==> src/rtl/wb_mem_arbiter_pkg.sv <==
// Shared types and widths for the L1 miss-port arbiter.
package lc3b_types;

    localparam int unsigned STARVE_CNT_WIDTH = 4;
    localparam int unsigned WB_ADR_W         = 12;
    localparam int unsigned WB_SEL_W         = 16;
    localparam int unsigned WB_DAT_W         = 128;

    typedef enum logic [1:0] {
        StIdle,
        StGrantI,
        StGrantD,
        StTurn
    } arb_state_t;

    // Result of one arbitration decision taken in StIdle.
    typedef enum logic [1:0] {
        GntNone,
        GntI,
        GntD
    } grant_t;

endpackage

==> src/rtl/wb_mem_arbiter_if.sv <==
// Wishbone-style cache-line bus between an L1 cache and memory.
interface wishbone;

    logic                           cyc;
    logic                           stb;
    logic                           we;
    logic [lc3b_types::WB_ADR_W-1:0] adr;
    logic [lc3b_types::WB_SEL_W-1:0] sel;
    logic [lc3b_types::WB_DAT_W-1:0] dat_m;
    logic                           ack;
    logic                           rty;
    logic [lc3b_types::WB_DAT_W-1:0] dat_s;

    modport master (
        output cyc, stb, we, adr, sel, dat_m,
        input  ack, rty, dat_s
    );

    modport slave (
        input  cyc, stb, we, adr, sel, dat_m,
        output ack, rty, dat_s
    );

endinterface

==> src/rtl/wb_mem_arbiter_pick.sv <==
// Next-grant selection: dcache wins unless icache has waited too long.
module wb_arb_pick
    import lc3b_types::*;
#(
    parameter int unsigned STARVE_LIMIT = 4
) (
    input  logic                        i_ipend,
    input  logic                        i_dpend,
    input  logic [STARVE_CNT_WIDTH-1:0] i_starve_cnt,
    output grant_t                      o_grant
);

    localparam logic [STARVE_CNT_WIDTH-1:0] LIMIT_CNT = STARVE_CNT_WIDTH'(STARVE_LIMIT);

    logic w_forced;

    assign w_forced = i_ipend && (i_starve_cnt >= LIMIT_CNT);

    // Priority pick; a starved icache overrides the dcache preference.
    always_comb begin
        o_grant = GntNone;
        if (i_dpend && !w_forced) begin
            o_grant = GntD;
        end else if (i_ipend) begin
            o_grant = GntI;
        end
    end

endmodule

==> src/rtl/wb_mem_arbiter.sv <==
// Two-master arbiter sharing one physical memory port between the L1 caches.
module wb_mem_arbiter
    import lc3b_types::*;
#(
    parameter int unsigned STARVE_LIMIT = 4
) (
    input  logic    clk,
    input  logic    rst_n,
    wishbone.slave  icache,
    wishbone.slave  dcache,
    wishbone.master pmem
);

    arb_state_t                  r_state;
    logic [STARVE_CNT_WIDTH-1:0] r_starve_cnt;
    logic                        w_ipend;
    logic                        w_dpend;
    logic                        w_i_done;
    logic                        w_d_done;
    grant_t                      w_pick;

    assign w_ipend = icache.cyc & icache.stb;
    assign w_dpend = dcache.cyc & dcache.stb;

    // A grant ends on ack, retry, or the owner abandoning its cycle.
    assign w_i_done = pmem.ack | pmem.rty | ~icache.cyc;
    assign w_d_done = pmem.ack | pmem.rty | ~dcache.cyc;

    wb_arb_pick #(
        .STARVE_LIMIT (STARVE_LIMIT)
    ) u_pick (
        .i_ipend      (w_ipend),
        .i_dpend      (w_dpend),
        .i_starve_cnt (r_starve_cnt),
        .o_grant      (w_pick)
    );

    // Grant FSM and icache starvation counter.
    always_ff @(posedge clk or negedge rst_n) begin
        if (!rst_n) begin
            r_state      <= StIdle;
            r_starve_cnt <= '0;
        end else begin
            unique case (r_state)
                StIdle: begin
                    if (w_pick == GntD) begin
                        r_state <= StGrantD;
                        if (w_ipend && (r_starve_cnt != '1)) begin
                            r_starve_cnt <= r_starve_cnt + STARVE_CNT_WIDTH'(1);
                        end
                    end else if (w_pick == GntI) begin
                        r_state      <= StGrantI;
                        r_starve_cnt <= '0;
                    end
                end
                StGrantI: if (w_i_done) r_state <= StTurn;
                StGrantD: if (w_d_done) r_state <= StTurn;
                StTurn:   r_state <= StIdle;
                default:  r_state <= StIdle;
            endcase
        end
    end

    // Unbuffered datapath mux; the bus is quiet outside a grant.
    always_comb begin
        pmem.cyc   = 1'b0;
        pmem.stb   = 1'b0;
        pmem.we    = 1'b0;
        pmem.adr   = '0;
        pmem.sel   = '0;
        pmem.dat_m = '0;
        icache.ack = 1'b0;
        icache.rty = 1'b0;
        dcache.ack = 1'b0;
        dcache.rty = 1'b0;
        unique case (r_state)
            StGrantI: begin
                pmem.cyc   = icache.cyc;
                pmem.stb   = icache.stb;
                pmem.we    = icache.we;
                pmem.adr   = icache.adr;
                pmem.sel   = icache.sel;
                pmem.dat_m = icache.dat_m;
                icache.ack = pmem.ack;
                icache.rty = pmem.rty;
            end
            StGrantD: begin
                pmem.cyc   = dcache.cyc;
                pmem.stb   = dcache.stb;
                pmem.we    = dcache.we;
                pmem.adr   = dcache.adr;
                pmem.sel   = dcache.sel;
                pmem.dat_m = dcache.dat_m;
                dcache.ack = pmem.ack;
                dcache.rty = pmem.rty;
            end
            default: ;
        endcase
    end

    // Read data is broadcast; each master qualifies it with its own ack.
    assign icache.dat_s = pmem.dat_s;
    assign dcache.dat_s = pmem.dat_s;

endmodule

==> src/flat_wrapper.sv <==
// flat-port wrapper written by rule: the top's interface ports become plain ports
module wb_mem_arbiter_flat import lc3b_types::*;
#(
    parameter int unsigned STARVE_LIMIT = 4
)
  (clk, rst_n, icache_cyc, icache_stb, icache_we, icache_adr, icache_sel, icache_dat_m, icache_ack, icache_rty, icache_dat_s, dcache_cyc, dcache_stb, dcache_we, dcache_adr, dcache_sel, dcache_dat_m, dcache_ack, dcache_rty, dcache_dat_s, pmem_cyc, pmem_stb, pmem_we, pmem_adr, pmem_sel, pmem_dat_m, pmem_ack, pmem_rty, pmem_dat_s);
  wishbone icache_i ();
  wishbone dcache_i ();
  wishbone pmem_i ();
  input  logic clk;
  input  logic rst_n;
  input wire logic [$bits(icache_i.cyc)-1:0] icache_cyc;
  input wire logic [$bits(icache_i.stb)-1:0] icache_stb;
  input wire logic [$bits(icache_i.we)-1:0] icache_we;
  input wire logic [$bits(icache_i.adr)-1:0] icache_adr;
  input wire logic [$bits(icache_i.sel)-1:0] icache_sel;
  input wire logic [$bits(icache_i.dat_m)-1:0] icache_dat_m;
  output wire logic [$bits(icache_i.ack)-1:0] icache_ack;
  output wire logic [$bits(icache_i.rty)-1:0] icache_rty;
  output wire logic [$bits(icache_i.dat_s)-1:0] icache_dat_s;
  input wire logic [$bits(dcache_i.cyc)-1:0] dcache_cyc;
  input wire logic [$bits(dcache_i.stb)-1:0] dcache_stb;
  input wire logic [$bits(dcache_i.we)-1:0] dcache_we;
  input wire logic [$bits(dcache_i.adr)-1:0] dcache_adr;
  input wire logic [$bits(dcache_i.sel)-1:0] dcache_sel;
  input wire logic [$bits(dcache_i.dat_m)-1:0] dcache_dat_m;
  output wire logic [$bits(dcache_i.ack)-1:0] dcache_ack;
  output wire logic [$bits(dcache_i.rty)-1:0] dcache_rty;
  output wire logic [$bits(dcache_i.dat_s)-1:0] dcache_dat_s;
  output wire logic [$bits(pmem_i.cyc)-1:0] pmem_cyc;
  output wire logic [$bits(pmem_i.stb)-1:0] pmem_stb;
  output wire logic [$bits(pmem_i.we)-1:0] pmem_we;
  output wire logic [$bits(pmem_i.adr)-1:0] pmem_adr;
  output wire logic [$bits(pmem_i.sel)-1:0] pmem_sel;
  output wire logic [$bits(pmem_i.dat_m)-1:0] pmem_dat_m;
  input wire logic [$bits(pmem_i.ack)-1:0] pmem_ack;
  input wire logic [$bits(pmem_i.rty)-1:0] pmem_rty;
  input wire logic [$bits(pmem_i.dat_s)-1:0] pmem_dat_s;
  assign icache_i.cyc = icache_cyc;
  assign icache_i.stb = icache_stb;
  assign icache_i.we = icache_we;
  assign icache_i.adr = icache_adr;
  assign icache_i.sel = icache_sel;
  assign icache_i.dat_m = icache_dat_m;
  assign icache_ack = icache_i.ack;
  assign icache_rty = icache_i.rty;
  assign icache_dat_s = icache_i.dat_s;
  assign dcache_i.cyc = dcache_cyc;
  assign dcache_i.stb = dcache_stb;
  assign dcache_i.we = dcache_we;
  assign dcache_i.adr = dcache_adr;
  assign dcache_i.sel = dcache_sel;
  assign dcache_i.dat_m = dcache_dat_m;
  assign dcache_ack = dcache_i.ack;
  assign dcache_rty = dcache_i.rty;
  assign dcache_dat_s = dcache_i.dat_s;
  assign pmem_cyc = pmem_i.cyc;
  assign pmem_stb = pmem_i.stb;
  assign pmem_we = pmem_i.we;
  assign pmem_adr = pmem_i.adr;
  assign pmem_sel = pmem_i.sel;
  assign pmem_dat_m = pmem_i.dat_m;
  assign pmem_i.ack = pmem_ack;
  assign pmem_i.rty = pmem_rty;
  assign pmem_i.dat_s = pmem_dat_s;
  wb_mem_arbiter #(.STARVE_LIMIT(STARVE_LIMIT)) u_core (.clk(clk), .rst_n(rst_n), .icache(icache_i), .dcache(dcache_i), .pmem(pmem_i));
endmodule
==> config.mk <==
export PLATFORM = sky130hd
export DESIGN_NAME = wb_mem_arbiter_flat
export DESIGN_NICKNAME = d
export VERILOG_FILES = /design/src/rtl/wb_mem_arbiter_pkg.sv /design/src/rtl/wb_mem_arbiter_if.sv /design/src/rtl/wb_mem_arbiter_pick.sv /design/src/rtl/wb_mem_arbiter.sv /design/src/flat_wrapper.sv
export SDC_FILE = /design/constraint.sdc
export NUM_CORES = 1
export LEC_CHECK = 0
export CAP_MARGIN = 20
export CORE_AREA = 10 10 326 328
export CTS_CLUSTER_DIAMETER = 200
export DETAILED_ROUTE_END_ITERATION = 6
export DIE_AREA = 0 0 336 338
export HOLD_SLACK_MARGIN = 0.03
export PLACE_DENSITY_LB_ADDON = 0.08
export SLEW_MARGIN = 20
export SYNTH_ARGS = -nofsm -noshare
export SYNTH_HDL_FRONTEND = slang
export SYNTH_SLANG_ARGS = --single-unit
==> constraint.sdc <==
create_clock -name clk -period 1.91 [get_ports clk]
set_input_delay 0.382 -clock clk [delete_from_list [all_inputs] [get_ports clk]]
set_output_delay 0.382 -clock clk [all_outputs]
set_load 0.005 [all_outputs]
# Word level (Yosys, flattened, before mapping)
# Cells that the tools add are included.
# op_classes
n_bitwise,7
n_mux,20
reduce_logical,8
n_eq_ne,10
addsub,1
magnitude_cmp,1
# op_table
operator,count
128-bit case mux with 2 select lines,1
16-bit case mux with 2 select lines,1
12-bit case mux with 2 select lines,1
4-bit 2-to-1 mux,3
2-bit 2-to-1 mux,5
2-bit case mux with 4 select lines,1
2-bit equality test (second input constant),3
1-bit case mux with 2 select lines,3
3-bit AND reduction,2
1-bit 2-to-1 mux,5
4-bit by 1-bit adder with 4-bit output (second input constant),1
2-bit by 1-bit equality test with 1-bit output (second input constant),2
4-bit by 3-bit greater-or-equal comparator with 1-bit output (second input constant),1
2-bit by 1-bit != test with 1-bit output (second input constant),2
4-bit != test (second input constant),1
1-bit logical AND,3
3-bit by 1-bit != test with 1-bit output (second input constant),1
1-bit OR,3
1-bit AND,2
2-bit logical NOT,1
2-bit != test (second input constant),1
1-bit inverter,2
2-bit nonzero test,1
1-bit logical NOT,1
# word_totals
word_cells,49
register_bits,6
input_bits,450

# Logic depth before layout (Yosys ltp)
# logic_depth
depth_word,9
depth_mapped,7
mapped_depth_nobuf,5

# By module
# Synthesis repeated with hierarchy kept, for this count alone.
# unflattened
hier_cells,688
area_unflattened_um2,4888.4
# by_module_without_submodules
mod,cells_per_inst,instances,area_per_inst_um2,seq_area_each_um2
wb_mem_arbiter,684,1,4865.9,150.1
wb_arb_pick,4,1,22.5,0.0

# Worst setup path before layout
# Ideal clock, no wire load.
# synth_path
path_type,reg-to-output
startpoint,register u_core.r_state[1]
endpoint,output pmem_adr[0]
setup_slack_ns,0.171
stages_incl_launch_ff,7
path_buffers,3
arrival_ns,1.357
path_cell_list,dfrtp_1 > inv_1 > ha_1 > buf_2 > buf_2 > clkbuf_1 > nor2b_1
# synth_via
elab_chain_len,2
# synth_lines
element,line_no,rtl
"start, declared",wb_mem_arbiter.sv:14,arb_state_t r_state;
"start signal, assigned",wb_mem_arbiter.sv:41,r_state <= StIdle;
"start signal, assigned",wb_mem_arbiter.sv:47,r_state <= StGrantD;
"start signal, assigned",wb_mem_arbiter.sv:52,r_state <= StGrantI;
2-bit equality test or 2-bit by 1-bit equality test with 1-bit output (tied branches),wb_mem_arbiter.sv:76,unique case (r_state)
12-bit case mux with 2 select lines *,wb_mem_arbiter.sv:76,
"end, declared",flat_wrapper.sv:33,output wire logic [$bits(pmem_i.adr)-1:0] pmem_adr;
# Every way passes the cells marked *; elsewhere a longest branch is shown, timed or not.

# Final worst setup path
# layout_path
startpoint,register u_core.r_state[0]
endpoint,output pmem_dat_m[43]
# layout_via
elab_chain_len,2
# layout_lines
element,line_no,rtl
2-bit equality test or 2-bit by 1-bit equality test with 1-bit output (tied branches),wb_mem_arbiter.sv:76,
128-bit case mux with 2 select lines *,wb_mem_arbiter.sv:76,
"end, declared",flat_wrapper.sv:35,output wire logic [$bits(pmem_i.dat_m)-1:0] pmem_dat_m;
# Marks and branches as above.

==> flow_summary.json <==
{
  "fin_setup_tns_ns": -31.50,
  "viasPerCell": 2.58,
  "synth_most_common_cell": "buf_4",
  "fillers": 11523,
  "die_x_um": 336,
  "ys_warn_count": 0,
  "crit_path_max_incr_delay_ns": 0.39,
  "cts.sinks": 6,
  "grt_max_degree": 21,
  "clock_path_buffers": 2,
  "core_sq_um": 99600,
  "max_freq_mhz": 453,
  "clk_pin_slew_ns": 0.04,
  "dp_hpwl_um": 32800,
  "rsz0062_at_grt": "yes",
  "drc_errors": 0,
  "grt_usage_pct": 7.06,
  "ys_seq_area_share_pct": 3.17,
  "maxSlewViolCount": 0,
  "worstPathArrival_ns": 1.83,
  "areaGrowthSynthToFinish_pct": 145,
  "violations": "setup timing",
  "synth-seq-cells": 6,
  "irDropWorstVdd_uv": 722,
  "nets": 1440,
  "setup_viol": 164,
  "status": "finished, violations left",
  "critPathKind": "reg2out",
  "startpoint": "u_core.r_state[0]",
  "hold_viol_final": 0,
  "first_global_vias": 6700,
  "wl_per_cell_um": 19.2,
  "async_flop_share_pct": 100,
  "worst_slew_pin_slew_ns": 0.430,
  "dr_total_vias": 5892,
  "path_buf_inv": 6,
  "fin_skew_ns": 0.00271,
  "numCtsBuffers": 3,
  "antenna_found_initial": 3,
  "std_cell_rows": 116,
  "drive_above_1_share_pct": 48.2,
  "synth_flop_cell": "dfrtp_1",
  "leakagePower_nw": 4.18,
  "fin_ws_ns": -0.298,
  "numPortBuffers": 484,
  "worstPathRequired_ns": 1.53,
  "relSlewSlack_pct": 71.2,
  "hp-class": "in2async",
  "cts_max_level": 1,
  "synth_top_area_share_pct": 40.7,
  "avgSynthCellArea_sq_um": 7.07,
  "clock_latency_ns": 0.23,
  "timing.rr.start": "u_core.r_state[1]",
  "crit_path_cell_trace": "inv_2, ha_4, buf_12, buf_16, buf_12, buf_16, nor2b_1, buf_2",
  "synthTopCellsByArea": "buf_4 41%, a22oi_1 25%, nor2b_1 21%, dfrtp_1 3.2%, buf_2 2.6%",
  "synth_cells": 670,
  "synth_area_sq_um": 4740,
  "grt-ovfl-total": 0,
  "r2r_slack_ns": -0.02,
  "synth_common_cells": "257 x buf_4, 159 x nor2b_1, 158 x a22oi_1",
  "cts-root-buf": "clkbuf_16",
  "initial_core_util_pct": 4.76,
  "cp_max_fo": 6,
  "crit_family": "buffers and inverters",
  "worstSetupEndpointType": "output pin",
  "cts_tree": "done",
  "postSynthNetCount": 1124,
  "period_share_pct": 116,
  "crit_slowest_cell": "dfrtp_1",
  "cp-start-kind": "flip-flop",
  "yosysUniqueCellTypes": 23,
  "pin_count": 869,
  "worstRegToRegCells": 8,
  "routed_wl_um": 43900,
  "die_y_um": 338,
  "synth_edf_count": 0,
  "finalCriticalPeriod_ns": 2.21,
  "first_pass_iters": 4,
  "die_area_sq_um": 114000,
  "synth_area_leader_cell": "buf_4",
  "ant_nets": 0,
  "drt_iter0_drc": 108,
  "grt_first_pass_wirelength_um": 56900,
  "finalPower_mw": 18.8,
  "p_per_area_nw_per_um2": 1620,
  "maxCapViolations": 0,
  "ctsHoldBuffers": 0,
  "place_congestion": 0.648,
  "regToRegEndpoint": "u_core.r_state[0]"
}
## placed cells by master, fill, tap and decap left out, types with 5 or more instances in the layout
cell type,count
clkdlybuf4s15_2,5
clkdlybuf4s50_1,321
clkbuf_16,8
buf_4,30
nor2b_1,117
nor2b_4,34
a22oi_2,123
buf_2,126
dfrtp_1,6
buf_8,24
a22oi_1,36
nand3_1,5
nor2b_2,8
buf_12,24
buf_16,20
buf_6,61
## layout make-up
type	instances	area, sq um	area share, %
Antenna cell	2	5.00	0.0431
Clock buffer	3	75.1	0.646
Inverter	3	11.3	0.0970
Multi-Input combinational cell	351	3350	28.9
Sequential cell	6	150	1.29
Tap cell	1298	1620	14.0
Timing Repair Buffer	621	6400	55.1
## worst register-to-register path, cell delays in order, from the launching register on
cell and delay (ns):
dfrtp_1 0.39, inv_2 0.12, ha_4 0.21, buf_12 0.19
buf_12 0.16, a22oi_2 0.08, buf_6 0.14, or3_1 0.33
and4_1 0.19
## how the worst max path moves through the flow
| stage | end | slack, ns | cells past startpoint |
|---|---|---|---|
| 6_report | pmem_dat_m[43] | -0.30 | 8 |
| 4_1_cts | pmem_dat_m[44] | -0.35 | 8 |
| 3_5_place_dp | pmem_dat_m[94] | -0.52 | 7 |
| 2_1_floorplan | pmem_adr[0] | 0.17 | 6 |
| 3_3_place_gp | pmem_dat_m[94] | -0.54 | 7 |
| 5_1_grt | pmem_dat_m[43] | -0.36 | 8 |
## metal layers
metal,track usage (%),part of all wire (%)
met2,13.2,52
met4,1.64,2.5
met5,0,0.030
met3,2.65,8.9
met1,7.36,36
## state kept, by name (all words and copies together), names as in the netlist
signal / cells
u_core.r_state: 2
u_core.r_starve_cnt: 4
## repair_timing
action / CTS / global route
setup buffers: 43 / 14
gates resized for setup: 861 / 115
gates cloned: 22 / 6
pin swaps: 32 / 18
setup endpoints to repair: 165 / 165
## power by group
part	total (mW)	internal, mW	switching (mW)
Sequential	0.193	0.166	0.0273
Clock	0.343	0.269	0.0736
Combinational	18.3	10.6	7.69
## through the flow
stage                     cell area, sq um  utilization [%]  hold WS [ns]  setup WS, ns  cells
after global placement                9770             9.81         0.478        -0.539   2207
final                                11600             11.7         0.409        -0.298   2284
after global routing                 11600             11.7         0.444        -0.356   2283
after detailed placement              9770             9.81         0.485        -0.523   2207
after CTS                            11100             11.2         0.425        -0.345   2273
after floorplan                       4740                -        0.0864         0.171    670
## cells by family (layout without fill, tap and decap cells)
kind of cell	Yosys count	after routing	synth area share (%)
compound gates	166	166	26.3
fa+ha+maj	4	4	1.06
buf+inv	313	627	45.8
flops	6	6	3.17
other cells	0	2	0
simple gates	181	181	23.7
Power figures use the tool's default switching activity.
